**src/rtl/dmem_arb_pkg.sv**
```systemverilog
// dmem_arb_pkg: shared types and defaults for the data-memory arbiter.
// Contents:
//   arb_state_t      - ARB (normal arbitration) / POST (cycle after a forced aux grant)
//   MAX_WAIT_DEFAULT - blocked aux cycles before a forced grant
//   DW_DEFAULT       - data width
//   AW_DEFAULT       - address width
package dmem_arb_pkg;
    typedef enum logic {ARB = 1'b0, POST = 1'b1} arb_state_t;
    localparam int MAX_WAIT_DEFAULT = 4;
    localparam int DW_DEFAULT       = 32;
    localparam int AW_DEFAULT       = 32;
endpackage

```
**src/rtl/arb_wait_counter.sv**
```systemverilog
// arb_wait_counter: saturating count of blocked aux cycles with clear and hold.
// Ports:
//   clk      in  system clock
//   reset    in  synchronous active-high reset
//   clr_i    in  clear to zero (wins over hold)
//   hold_i   in  keep the current value
//   inc_i    in  increment, saturating at MAX_WAIT
//   starve_o out count has reached MAX_WAIT
module arb_wait_counter #(
    parameter int MAX_WAIT = 4,
    parameter int WAIT_W   = $clog2(MAX_WAIT + 1)
) (
    input  logic clk,
    input  logic reset,
    input  logic clr_i,
    input  logic hold_i,
    input  logic inc_i,
    output logic starve_o
);
    localparam logic [WAIT_W-1:0] SAT = WAIT_W'(MAX_WAIT);
    logic [WAIT_W-1:0] cnt_q, cnt_d;
    always_comb begin
        cnt_d    = clr_i ? '0 : (hold_i || !inc_i || cnt_q == SAT) ? cnt_q : cnt_q + 1'b1;
        starve_o = cnt_q == SAT;
    end
    always_ff @(posedge clk) begin
        cnt_q <= reset ? '0 : cnt_d;
    end
endmodule

```
**src/rtl/dmem_arbiter.sv**
```systemverilog
// dmem_arbiter: shares the single-port data memory between the CPU and one aux master.
// The CPU has fixed priority; after MAX_WAIT blocked cycles the aux master is forced
// in for one cycle (CPU stalled), followed by one POST cycle in which the CPU always wins.
// Optional build macro DMEM_ARB_STATS_EN adds stall_count and aux_grant_count outputs.
// Ports:
//   clk, reset                      clock, synchronous active-high reset
//   cpu_req/cpu_we/cpu_a/cpu_wd     CPU load/store request
//   cpu_rd                          load data to CPU (memory read data)
//   cpu_stall                       CPU must hold its access this cycle
//   aux_req/aux_we/aux_a/aux_wd     aux request, held stable until granted
//   aux_gnt                         aux access performed this cycle
//   aux_rvalid/aux_rdata            registered aux read data, one-cycle valid pulse
//   mem_we/mem_a/mem_wd/mem_rd      memory interface (combinational read)
//   stall_count, aux_grant_count    event counters (DMEM_ARB_STATS_EN only)
module dmem_arbiter
    import dmem_arb_pkg::*;
#(
    parameter int DW       = DW_DEFAULT,
    parameter int AW       = AW_DEFAULT,
    parameter int MAX_WAIT = MAX_WAIT_DEFAULT,
    parameter int WAIT_W   = $clog2(MAX_WAIT + 1)
) (
    input  logic          clk,
    input  logic          reset,
    input  logic          cpu_req,
    input  logic          cpu_we,
    input  logic [AW-1:0] cpu_a,
    input  logic [DW-1:0] cpu_wd,
    output logic [DW-1:0] cpu_rd,
    output logic          cpu_stall,
    input  logic          aux_req,
    input  logic          aux_we,
    input  logic [AW-1:0] aux_a,
    input  logic [DW-1:0] aux_wd,
    output logic          aux_gnt,
    output logic          aux_rvalid,
    output logic [DW-1:0] aux_rdata,
    output logic          mem_we,
    output logic [AW-1:0] mem_a,
    output logic [DW-1:0] mem_wd,
    input  logic [DW-1:0] mem_rd
`ifdef DMEM_ARB_STATS_EN
    ,
    output logic [31:0]   stall_count,
    output logic [31:0]   aux_grant_count
`endif
);
    if (MAX_WAIT < 1) begin : g_bad_max_wait
        $error("dmem_arbiter: MAX_WAIT must be >= 1");
    end

    arb_state_t    state_q, state_d;
    logic          rvalid_q, rvalid_d;
    logic [DW-1:0] rdata_q, rdata_d;
    logic          starve;

    // A stalled CPU is always on the aux side of the mux, so its store is never written.
    always_comb begin
        aux_gnt   = !reset && state_q == ARB && aux_req && (!cpu_req || starve);
        cpu_stall = aux_gnt && cpu_req;
        mem_we    = !reset && (aux_gnt ? aux_we : cpu_req && cpu_we);
        mem_a     = aux_gnt ? aux_a : cpu_a;
        mem_wd    = aux_gnt ? aux_wd : cpu_wd;
        cpu_rd    = mem_rd;
        state_d   = cpu_stall ? POST : ARB;
        rvalid_d  = aux_gnt && !aux_we;
        rdata_d   = rvalid_d ? mem_rd : rdata_q;
    end

    always_ff @(posedge clk) begin
        if (reset) begin
            state_q  <= ARB;
            rvalid_q <= 1'b0;
            rdata_q  <= '0;
        end else begin
            state_q  <= state_d;
            rvalid_q <= rvalid_d;
            rdata_q  <= rdata_d;
        end
    end

    assign aux_rvalid = rvalid_q;
    assign aux_rdata  = rdata_q;

    // Counts blocked aux cycles; frozen during POST so the CPU gets its guaranteed slot.
    arb_wait_counter #(
        .MAX_WAIT (MAX_WAIT),
        .WAIT_W   (WAIT_W)
    ) u_wait (
        .clk      (clk),
        .reset    (reset),
        .clr_i    (aux_gnt || !aux_req),
        .hold_i   (state_q == POST),
        .inc_i    (aux_req),
        .starve_o (starve)
    );

`ifdef DMEM_ARB_STATS_EN
    logic [31:0] stall_cnt_q, gnt_cnt_q;
    always_ff @(posedge clk) begin
        if (reset) begin
            stall_cnt_q <= '0;
            gnt_cnt_q   <= '0;
        end else begin
            stall_cnt_q <= stall_cnt_q + 32'(cpu_stall);
            gnt_cnt_q   <= gnt_cnt_q + 32'(aux_gnt);
        end
    end
    assign stall_count     = stall_cnt_q;
    assign aux_grant_count = gnt_cnt_q;
`endif
endmodule
```
**config.mk**
```make
export PLATFORM = sky130hd
export DESIGN_NAME = dmem_arbiter
export DESIGN_NICKNAME = d
export VERILOG_FILES = /design/src/rtl/dmem_arb_pkg.sv /design/src/rtl/arb_wait_counter.sv /design/src/rtl/dmem_arbiter.sv
export SDC_FILE = /design/constraint.sdc
export NUM_CORES = 1
export LEC_CHECK = 0
export CORE_AREA = 2 2 116 118
export DETAILED_ROUTE_END_ITERATION = 10
export DIE_AREA = 0 0 118 120
export DONT_BUFFER_PORTS = 1
export PLACE_DENSITY_LB_ADDON = 0.3
export SLEW_MARGIN = 20
export SYNTH_ARGS = -nofsm -noshare
export SYNTH_HDL_FRONTEND = slang
export SYNTH_HIERARCHICAL = 1
export SYNTH_SLANG_ARGS = --single-unit
```
**constraint.sdc**
```tcl
create_clock -name clk -period 2.78 [get_ports clk]
set_input_delay 0.278 -clock clk [delete_from_list [all_inputs] [get_ports clk]]
set_output_delay 0.278 -clock clk [all_outputs]
set_load 0.02 [all_outputs]
```
======== Yosys cells after proc, flatten, opt, wreduce, memory -nomap -nowiden ========
Cells that the tools add are included.
word-level totals
  flip-flop bits (word level) ............. 37
  bits in latches ......................... 0
  bits in writable memories ............... 0
  memory bits (read-only) ................. 0
  bits of input ports ..................... 166
  output and inout bits ................... 132
  logic and storage cells ................. 27
  memories ................................ 0
operators by class
  add/subtract/negate cells ............... 1
  $mul .................................... 0
  divide/modulo/power cells ............... 0
  magnitude comparators ................... 0
  eq/ne operators ......................... 1
  shifts and indexed selects .............. 0
  muxes and demuxes ....................... 4
  bitwise gates (word level) .............. 1
  reduce and logical (&&, ||, !) cells .... 16
operators with widths
  kind                 count
  $mux 32              2
  $logic_and 1x1->1    7
  $logic_not 1->1      4
  $logic_or 1x1->1     4
  $add 3x1->3 const B  1
  $eq 3x3->1 const B   1
  $mux 1               2
  $reduce_or 2->1      1
  $not 1->1            1

======== Longest topological paths before layout ========
Gate-level depths: netlist of the first run.
  word-level depth ........................ 6
  gate-level depth with buffers ........... 11
  depth with buffers taken out ............ 8

======== Cells and area by module ========
Netlist of the first run, hierarchy kept.
modules (own cells, without submodules)
  module            times used  cells each  area each (um^2)  sequential area each (um^2)
  dmem_arbiter      1           221         2423.6            680.7
  arb_wait_counter  1           20          187.7             60.1

======== Least setup slack after synthesis of the first run ========
No wires, ideal clock.
  path type ............................... reg2out
  start point ............................. register u_wait.cnt_q[0]
  end point ............................... output port mem_wd[25]
  arrival time ............................ 1792 ps
  data required time ...................... 2502 ps
  setup slack ............................. 710 ps
  cell stages (with the launch flop) ...... 11
  path buffers ............................ 3
  path through ............................ dfxtp_1 -> inv_1 -> ha_1 -> nand2_1 -> inv_2 -> nand2b_1 -> and3b_1 -> clkbuf_2 -> buf_6 -> buf_6 -> mux2_4
on the way
  longest elaborated chain between the ends .. 4
RTL lines
  what                    line                    source
  start, declared         arb_wait_counter.sv:21  logic [WAIT_W-1:0] cnt_q, cnt_d;
  start signal, assigned  arb_wait_counter.sv:27  cnt_q <= reset ? '0 : cnt_d;
  $eq 3x3->1              arb_wait_counter.sv:24  starve_o = cnt_q == SAT;
  via starve              dmem_arbiter.sv:55      logic starve;
  $logic_or 1x1->1        dmem_arbiter.sv:59      aux_gnt = !reset && state_q == ARB && aux_req && (!cpu_req || starve);
  $logic_and 1x1->1       dmem_arbiter.sv:59
  via aux_gnt             dmem_arbiter.sv:35      output logic aux_gnt,
  $mux 32                 dmem_arbiter.sv:63      mem_wd = aux_gnt ? aux_wd : cpu_wd;
  end, declared           dmem_arbiter.sv:40      output logic [DW-1:0] mem_wd,
The timed path passes the listed nets, and every way through them passes these cells.

======== Worst setup path in the final report of the first run ========
  start point ............................. register u_wait.cnt_q[0]
  end point ............................... output port mem_wd[6]
on the way
  longest elaborated chain between the ends .. 4
RTL lines
  what               line
  $eq 3x3->1         arb_wait_counter.sv:24
  via starve         dmem_arbiter.sv:55
  $logic_or 1x1->1   dmem_arbiter.sv:59
  $logic_and 1x1->1  dmem_arbiter.sv:59
  $mux 32            dmem_arbiter.sv:63
The timed path passes the listed nets, and every way through them passes these cells.

==> impl_metrics.toml, run 1 <==
[outcome]
status = "complete, no violations"

[floorplanning]
rows = 42
fp.dieH_um = 120
die-area_sq_um = 14200
io-pin-count = 298
start_util_pct = 20.1
core_sq_um = 13000
fp.dieW_um = 118

[routing]
wirelength_mm = 10.4
vias = 1744
vias_per_cell = 4.46
drt_iter0_drc = 71
antenna_left = 0
wl_per_cell_um = 26.5
drc_errors = 0
first_pass_iters = 4

[place]
port_buffers = 0
post-dp-hpwl_mm = 8.89
gp_congestion = 0.923

[setup_path]
critPathCaptureType = "primary output"
arrival_ns = 2.33
setup.worst_path.class = "reg -> out"
required_ns = 2.50
rr_worst_depth = 8
cp_max_fo = 12
startpoint_type = "flop"

[logic_synthesis]
syn_nets = 409
synth_seq_cells = 37
postSynthCellCount = 241
ys_seq_area_share_pct = 28.4
synth_area_sq_um = 2610
yosysWarnings = 6
synth_cell_type_count = 27
synth_area_per_cell_sq_um = 10.8

[layout]
final_util_pct = 21.2
fillers = 1426
layout-drive-gt1-share_pct = 55.1
layout_commonest_cell = "mux2_2"
final_cell_mix = "mux2_2, dfxtp_1, nor2b_1, mux2_4, clkbuf_16"
syn2layout_area_growth_pct = 5.17
fin_nets = 374

[timing]
setup_violations = 0
slew-limit-headroom_pct = 56.2
timing.fmax_ghz = 0.383
final_max_slew_viol_count = 0
rsz0062_at_grt = "no"
finalClockSkew_ns = 0.00334
fin_tns_setup_ns = 0
worst_pin_slew_ns = 0.657
period_needed_ns = 2.61
hold_viol = 0
period_share_pct = 94.0

[grt]
grt.total_usage_pct = 13.3
grt_pass1_wl_mm = 13.1
antenna_found_initial = 13
grt_overflow = 0
grt_start_max_net_pins = 39
grt_pass1_vias = 1675

[clock_network]
ctsRootBufferMaster = "clkbuf_16"
cts_tree = "built"
cts_sinks = 37
cts_max_level = 2
postCtsSetupRepairBufs = 0
cts_resized = 0
worstSkewPairLatency_ns = 0.28
clkTransAtPathRegs_ns = 0.06
clockBufferDepth = 2
tritoncts.num_buffers = 5
hold_buffers = 0

[hold_path]
hold_depth = 1
min_path_type = "in -> reg"

[flow_run]
max-cap-violations = 0

[power_and_ir_drop]
power.density_nw_per_um2 = 513
ir_drop_v = 0.000313
power.leakage_nw = 1.05
[layout make-up]
type / instances / area (sq um) / share of cell area, %
clock buffers: 5 / 125 / 4.56
clock inverters: 3 / 17.5 / 0.638
repair buffers: 3 / 60.1 / 2.19
inverters: 4 / 15.0 / 0.547
well taps: 176 / 220 / 8.02
multi-input cells: 155 / 1550 / 56.4
diodes: 8 / 20.0 / 0.729
flip-flops and latches: 37 / 741 / 27.0
[synth_stat cells]
| cell | count | area, sq um |
|---|---|---|
| buf_2 | 7 | 35.0 |
| nor2b_4 | 1 | 13.8 |
| dfxtp_1 | 37 | 741 |
| clkbuf_2 | 1 | 5.00 |
| nor2b_1 | 32 | 200 |
| buf_4 | 32 | 240 |
| and2_1 | 2 | 12.5 |
| buf_6 | 3 | 33.8 |
| nor2_1 | 1 | 3.75 |
| clkbuf_1 | 3 | 11.3 |
| inv_1 | 3 | 11.3 |
| nor2b_2 | 1 | 8.76 |
| inv_2 | 1 | 3.75 |
| nand3_1 | 4 | 20.0 |
| mux2_4 | 16 | 240 |
| and3b_1 | 1 | 8.76 |
| mux2_2 | 80 | 901 |
| nand2b_1 | 3 | 18.8 |
| and4b_1 | 1 | 10.0 |
| a21oi_1 | 2 | 10.0 |
| a211oi_1 | 1 | 7.51 |
| a21o_1 | 1 | 7.51 |
| o21ai_1 | 2 | 10.0 |
| ha_1 | 2 | 25.0 |
| a211oi_2 | 1 | 12.5 |
| nand2_1 | 2 | 7.51 |
| nor4_2 | 1 | 12.5 |
[report_power, final]
| part | switching [mW] | leakage [nW] | internal (mW) |
|---|---|---|---|
| clock network | 0.223 | 0.0696 | 0.329 |
| logic | 0.165 | 0.679 | 0.109 |
| registers | 0.0334 | 0.301 | 0.549 |
[stage by stage]
stage / std cells / area [sq um] / total power, mW / setup slack [ns] / hold WS (ns)
after global placement: 374 / 2570 / 0.864 / 0.461 / 0.351
after detailed placement: 374 / 2570 / 0.869 / 0.417 / 0.351
after floorplan: 241 / 2610 / 0.900 / 0.710 / 0.343
after global routing: 383 / 2730 / 1.46 / 0.0388 / 0.0501
final: 391 / 2750 / 1.41 / 0.168 / 0.0617
after CTS: 382 / 2720 / 1.44 / 0.0985 / 0.0500
[kinds of logic (layout without fill, tap and decap cells)]
group	Yosys count	in the layout	synth area share, %
flip-flops	37	37	28.4
AO/OA/AOI/OAI	7	7	1.82
adder cells (fa/ha/maj)	2	2	0.958
buffers and inverters	50	15	13.0
AND/OR/NAND/NOR	49	50	12.1
other	0	8	0
multiplexers	96	96	43.7
[critical path, stage by stage, from the launching register on]
cell      delay, ns
dfxtp_1        0.33
inv_1          0.08
ha_1           0.15
nand2_1        0.10
inv_2          0.09
nand2b_1       0.21
and3b_1        0.62
mux2_2         0.47
[registers in the layout, indices dropped and copies added (netlist names)]
name and flops:
aux_rvalid 1, aux_rdata 32, state_q 1, u_wait/cnt_q 3
[path summary, 6_finish.rpt]
check	start	end	slack [ns]
max	u_wait/cnt_q[0]	mem_wd[6]	0.17
min reg2reg	u_wait/cnt_q[0]	u_wait/cnt_q[0]	0.52
min	reset	u_wait/cnt_q[1]	0.06
max reg2reg	u_wait/cnt_q[0]	u_wait/cnt_q[2]	0.65
[per-layer routing]
| layer | track usage [%] | wire, um |
|---|---|---|
| met5 | 0 | 59 |
| met4 | 3.09 | 109 |
| met3 | 10.2 | 1640 |
| met2 | 21.0 | 4630 |
| met1 | 14.2 | 3920 |
Note: power is estimated with default switching activity, not from simulation.
==> run 2, diff against run 1 <==
==> constraint.sdc (replaced) <==
create_clock -name clk -period 2.78 [get_ports clk]
set_input_delay 0.556 -clock clk [delete_from_list [all_inputs] [get_ports clk]]
set_output_delay 0.556 -clock clk [all_outputs]
set_load 0.02 [all_outputs]
==> run 2 against run 1 <==
Effect of this change: design area is 5.6% higher; sequential power hardly changed; maximum frequency is 3.5% lower; global-route usage is 0.50 points higher; critical endpoint is now mem_a[28]; largest cell class unchanged; largest power group unchanged.
==> impl_metrics.toml, run 2 (synthesis gave the netlist of run 1 again) <==
[outcome]
status = "complete, no violations"

[floorplanning]
io-pin-count = 298
fp.dieH_um = 120
fp.dieW_um = 118
start_util_pct = 20.1
core_sq_um = 13000
rows = 42
die-area_sq_um = 14200

[layout]
layout-drive-gt1-share_pct = 58.8
layout_commonest_cell = "mux2_2"
fin_nets = 383
final_util_pct = 22.3
fin_cells = 401
fin_area_sq_um = 2900
largest_reg_flops = 32
final_cell_mix = "mux2_2, dfxtp_1, nor2b_1, mux2_4, clkbuf_16"
syn2layout_area_growth_pct = 11.1

[clock_network]
clkTransAtPathRegs_ns = 0.06
worstSkewPairLatency_ns = 0.28
ctsRootBufferMaster = "clkbuf_16"
clockBufferDepth = 2
tritoncts.num_buffers = 5
cts_max_level = 2
cts_tree = "built"
cts_sinks = 37

[grt]
grt_pass1_wl_mm = 13.6
grt_overflow = 0
antenna_found_initial = 13
grt.total_usage_pct = 13.8
grt_start_max_net_pins = 40
grt_pass1_vias = 1733

[power_and_ir_drop]
pwr-share-clk_pct = 38.5
power.leakage_nw = 1.13
ir_drop_v = 0.000278
share_seq_of_total_power_pct = 40.9
power.density_nw_per_um2 = 491
swShare_pct = 29.5
p_sw_uw = 421
power_frac_comb_pct = 20.6
p_int_mw = 1.00

[routing]
drc_errors = 0
drt_iter0_drc = 57
wl_per_cell_um = 26.7
vias = 1753
antenna_left = 0
first_pass_iters = 6
wirelength_mm = 10.7
vias_per_cell = 4.37

[place]
gp_congestion = 0.927
port_buffers = 0
dpl_cell_area_sq_um = 2580
post-place-cells = 375
post-dp-hpwl_mm = 8.96

[setup_path]
path_buf_inv = 4
crit_slowest_cell = "mux2_4"
cpPeakStageDelay_ns = 0.36
startpoint_type = "flop"
required_ns = 2.22
cp_max_fo = 5
reg2reg_slack_ns = 0.78
critPathTopFamily = "simple AND/OR/NAND/NOR gates"
setup.worst_path.class = "reg -> out"
arrival_ns = 2.15
crit_chain = "inv_1 > ha_1 > nand2_2 > inv_2 > nand2b_2 > and3b_4 > buf_12 > buf_4 > mux2_4"
critPathCaptureType = "primary output"

[timing]
period_needed_ns = 2.71
period_share_pct = 97.3
finalClockSkew_ns = 0.00692
slew-limit-headroom_pct = 65.6
final_max_slew_viol_count = 0
fin_tns_setup_ns = 0
worst_pin_slew_ns = 0.517
hold_viol = 0
timing.fmax_ghz = 0.370
setup_violations = 0

[flow_run]
max-cap-violations = 0

[hold_path]
min_path_type = "in -> reg"
[run 2: cell count changes in the layout (fill, tap and decap cells not counted), sizes merged]
cell and delta:
clkinvlp -1, diode +1, clkbuf +3, buf +7
[run 2: metal layers]
metal  wire length, um  global-route usage, %  up-vias
met5                54                      0        -
met4               100                   3.01        8
met3              1730                   10.1       16
met2              4850                   21.3      165
met1              3980                   15.4      808
li1                  -                      -      756
[run 2: cell type report]
cell class | count | area (sq um)
Timing Repair Buffer | 12 | 195
Fill cell | 1410 | 10100
Antenna cell | 9 | 22.5
Sequential cell | 37 | 743
Tap cell | 176 | 220
Inverter | 4 | 15.0
Clock inverter | 2 | 10.0
Multi-Input combinational cell | 155 | 1570
Clock buffer | 6 | 129
[run 2: final timing paths]
path / from / to / cells past startpoint
setup / recovery: u_wait/cnt_q[0] / mem_a[28] / 9
hold / removal: reset / u_wait/cnt_q[1] / 1
setup reg to reg: u_wait/cnt_q[0] / aux_rdata[29] / 8
hold reg to reg: u_wait/cnt_q[0] / u_wait/cnt_q[0] / 2
[run 2: worst reg2reg max path: cells and delay by family (launching register included)]
family	cells	cell delay (ns)
and+or+nand+nor	3	0.64
muxes	1	0.36
DFF	1	0.35
buffers and inverters	3	0.33
adders and majority gates	1	0.21
[run 2: repair_timing]
item	in CTS	in global routing
gates cloned	1	3
setup endpoints to repair	48	46
buffers inserted	3	2
hold buffers	0	0
hold endpoints to repair	0	0
resized for setup	1	8
[run 2: stage by stage]
stage          hold WS (ns)  setup slack [ns]  total power [mW]
4_1_cts               0.324            0.0314              1.44
5_1_grt               0.317          -0.00637              1.48
3_3_place_gp          0.504             0.259             0.864
3_5_place_dp          0.503             0.201             0.869
2_1_floorplan         0.473             0.432             0.900
6_report              0.329            0.0747              1.42
[run 2: power groups by stage]
stage / logic [mW] / registers (mW) / clock network (mW)
final: 0.293 / 0.583 / 0.548
after global routing: 0.306 / 0.585 / 0.588
after CTS: 0.280 / 0.583 / 0.577
after detailed placement: 0.274 / 0.595 / 0
after global placement: 0.270 / 0.595 / 0
after floorplan: 0.309 / 0.590 / 0
==> run 3, diff against run 2 <==
- CORE_AREA: 2 2 116 118 -> 2 2 114 116
- DIE_AREA: 0 0 118 120 -> 0 0 116 118
- MAX_ROUTING_LAYER: default -> met4
- SYNTH_HIERARCHICAL: 1 -> default
==> run 3 against run 2 <==
Effect of this change: total power rose by 8.4%; final cell count rose by 3.5%; combinational power barely moved; utilization rose by 0.43 points; wire length fell by 13%; die area fell by 3.3%; worst hold slack improved by 0.031 ns; global-route usage fell by 1.0 points; critical endpoint is now mem_a[31]; highest routed layer is now met4.
==> impl_metrics.toml, run 3 <==
[floorplanning]
core_sq_um = 12400
rows = 41
fp.dieW_um = 116
start_util_pct = 21.7
fp.dieH_um = 118
die-area_sq_um = 13700
io-pin-count = 298

[logic_synthesis]
async_reset_ff_share_pct = 0
synthFlopType = "dfxtp_1"
yosys.area.top_type = "dfxtp_1"
synth-edff-count = 0
yosysTopAreaCellShare_pct = 27.4
synth_cell_type_count = 27
synth_area_sq_um = 2700
synth_area_per_cell_sq_um = 9.51
synth_area_leaders = "dfxtp_1, mux2_4, mux2_2, o311ai_0, buf_4"
postSynthCellCount = 284
yosysWarnings = 0
ys_seq_area_share_pct = 27.4
synth_common_cells = "dfxtp_1, mux2_2, nand3_1, buf_4, nand2_1"
syn_nets = 452
synth_seq_cells = 37

[clock_network]
cts_resized = 0
ctsRootBufferMaster = "clkbuf_16"
cts_tree = "built"
worstSkewPairLatency_ns = 0.28
postCtsSetupRepairBufs = 0
cts_sinks = 37
hold_buffers = 0
clkTransAtPathRegs_ns = 0.05
clockBufferDepth = 2
tritoncts.num_buffers = 5
cts_max_level = 2

[timing]
timing.fmax_ghz = 0.375
setup_violations = 0
finalClockSkew_ns = 0.00724
rsz0062_at_grt = "no"
fin_tns_setup_ns = 0
period_share_pct = 95.9
holdWs_ns = 0.359
slew-limit-headroom_pct = 75.5
hold_viol = 0
worst_pin_slew_ns = 0.367
period_needed_ns = 2.67
final_max_slew_viol_count = 0

[setup_path]
cpPeakStageDelay_ns = 0.42
setup.worst_path.class = "reg -> out"
crit_slowest_cell = "mux2_2"
crit_chain = "inv_1 > ha_1 > a21bo_1 > nand3_4 > clkbuf_16 > mux2_2"
cp_max_fo = 30
critPathCaptureType = "primary output"
required_ns = 2.22
arrival_ns = 2.11
startpoint_type = "flop"

[routing]
wirelength_mm = 9.34
wl_per_cell_um = 22.5
first_pass_iters = 4
drc_errors = 0
vias = 2155
dr_wl_met3_um = 742
antenna_left = 0
drt_iter0_drc = 85
wl_met2_mm = 4.39
drt-met1-wl_mm = 4.13
highest_layer = "met4"
vias_per_cell = 5.19

[grt]
grt_overflow = 0
grt_pass1_vias = 2103
antenna_found_initial = 1
grt_start_max_net_pins = 61
grt.total_usage_pct = 12.8
grt_pass1_wl_mm = 13.0

[power_and_ir_drop]
power.density_nw_per_um2 = 546
power.leakage_nw = 1.20
ir_drop_v = 0.000268

[layout]
layout-drive-gt1-share_pct = 34.4
fillers = 1381
final_cell_mix = "mux2_2, dfxtp_1, nand3_1, nand2_1, o311ai_0"
largest_reg_flops = 32
syn2layout_area_growth_pct = 4.73
fin_nets = 408

[hold_path]
min_path_type = "in -> reg"

[place]
gp_congestion = 0.825
post-dp-hpwl_mm = 7.03
port_buffers = 0

[outcome]
status = "complete, no violations"

[flow_run]
max-cap-violations = 0
-- run 3: critical path, delay by kind of cell, from the launching register on --
| family | cells | cell delay (ns) |
|---|---|---|
| buf+inv | 2 | 0.37 |
| simple gates | 1 | 0.19 |
| mux | 1 | 0.42 |
| fa+ha+maj | 1 | 0.26 |
| flops | 1 | 0.34 |
| compound gates | 1 | 0.25 |
-- run 3: per-stage QoR --
stage	setup WS, ns	util (%)	area (sq um)	total power [mW]	instances
2_1_floorplan	0.559	-	2700	0.913	284
3_3_place_gp	0.417	21.1	2620	0.873	404
5_1_grt	0.00168	22.7	2820	1.61	413
4_1_cts	0.0420	22.5	2790	1.57	412
3_5_place_dp	0.358	21.1	2620	0.880	404
6_report	0.113	22.8	2830	1.54	415
-- run 3: final timing paths --
check / startpoint / end / slack [ns] / cells past startpoint
worst max-delay path: u_wait.cnt_q[0] / mem_a[31] / 0.11 / 6
worst min-delay path: aux_we / aux_rvalid / 0.36 / 1
worst max register to register: u_wait.cnt_q[0] / u_wait.cnt_q[2] / 1.16 / 6
worst min register to register: u_wait.cnt_q[0] / u_wait.cnt_q[0] / 0.50 / 2
-- run 3: layout make-up --
| type | instances | area [sq um] | area share [%] |
|---|---|---|---|
| clock inverter | 1 | 30.0 | 1.06 |
| multi-input combinational | 185 | 1590 | 56.2 |
| inverter | 4 | 15.0 | 0.531 |
| sequential | 37 | 741 | 26.2 |
| clock buffer | 7 | 143 | 5.04 |
| tap | 172 | 215 | 7.61 |
| timing repair buffer | 7 | 90.1 | 3.19 |
| antenna | 2 | 5.00 | 0.177 |
-- run 3: logic make-up (layout without fill, tap and decap cells) --
| family | Yosys count | in the layout | share of synthesized area (%) |
|---|---|---|---|
| AOI/OAI and AO/OA | 41 | 41 | 12.5 |
| adders and majority gates | 2 | 2 | 0.927 |
| buffers and inverters | 62 | 19 | 14.5 |
| DFF | 37 | 37 | 27.4 |
| muxes | 65 | 65 | 31.0 |
| other | 0 | 2 | 0 |
| and+or+nand+nor | 77 | 77 | 13.7 |
-- run 3: power breakdown --
part	leakage, nW	total [mW]	switching (mW)	internal, mW
logic	0.815	0.295	0.187	0.107
clock network	0.0841	0.670	0.222	0.448
registers	0.300	0.579	0.0313	0.548
-- run 3: metal layers --
layer,vias up,GRT usage (%)
li1,923,-
met4,0,2.68
met3,9,3.81
met5,-,-
met2,141,19.0
met1,1082,17.2
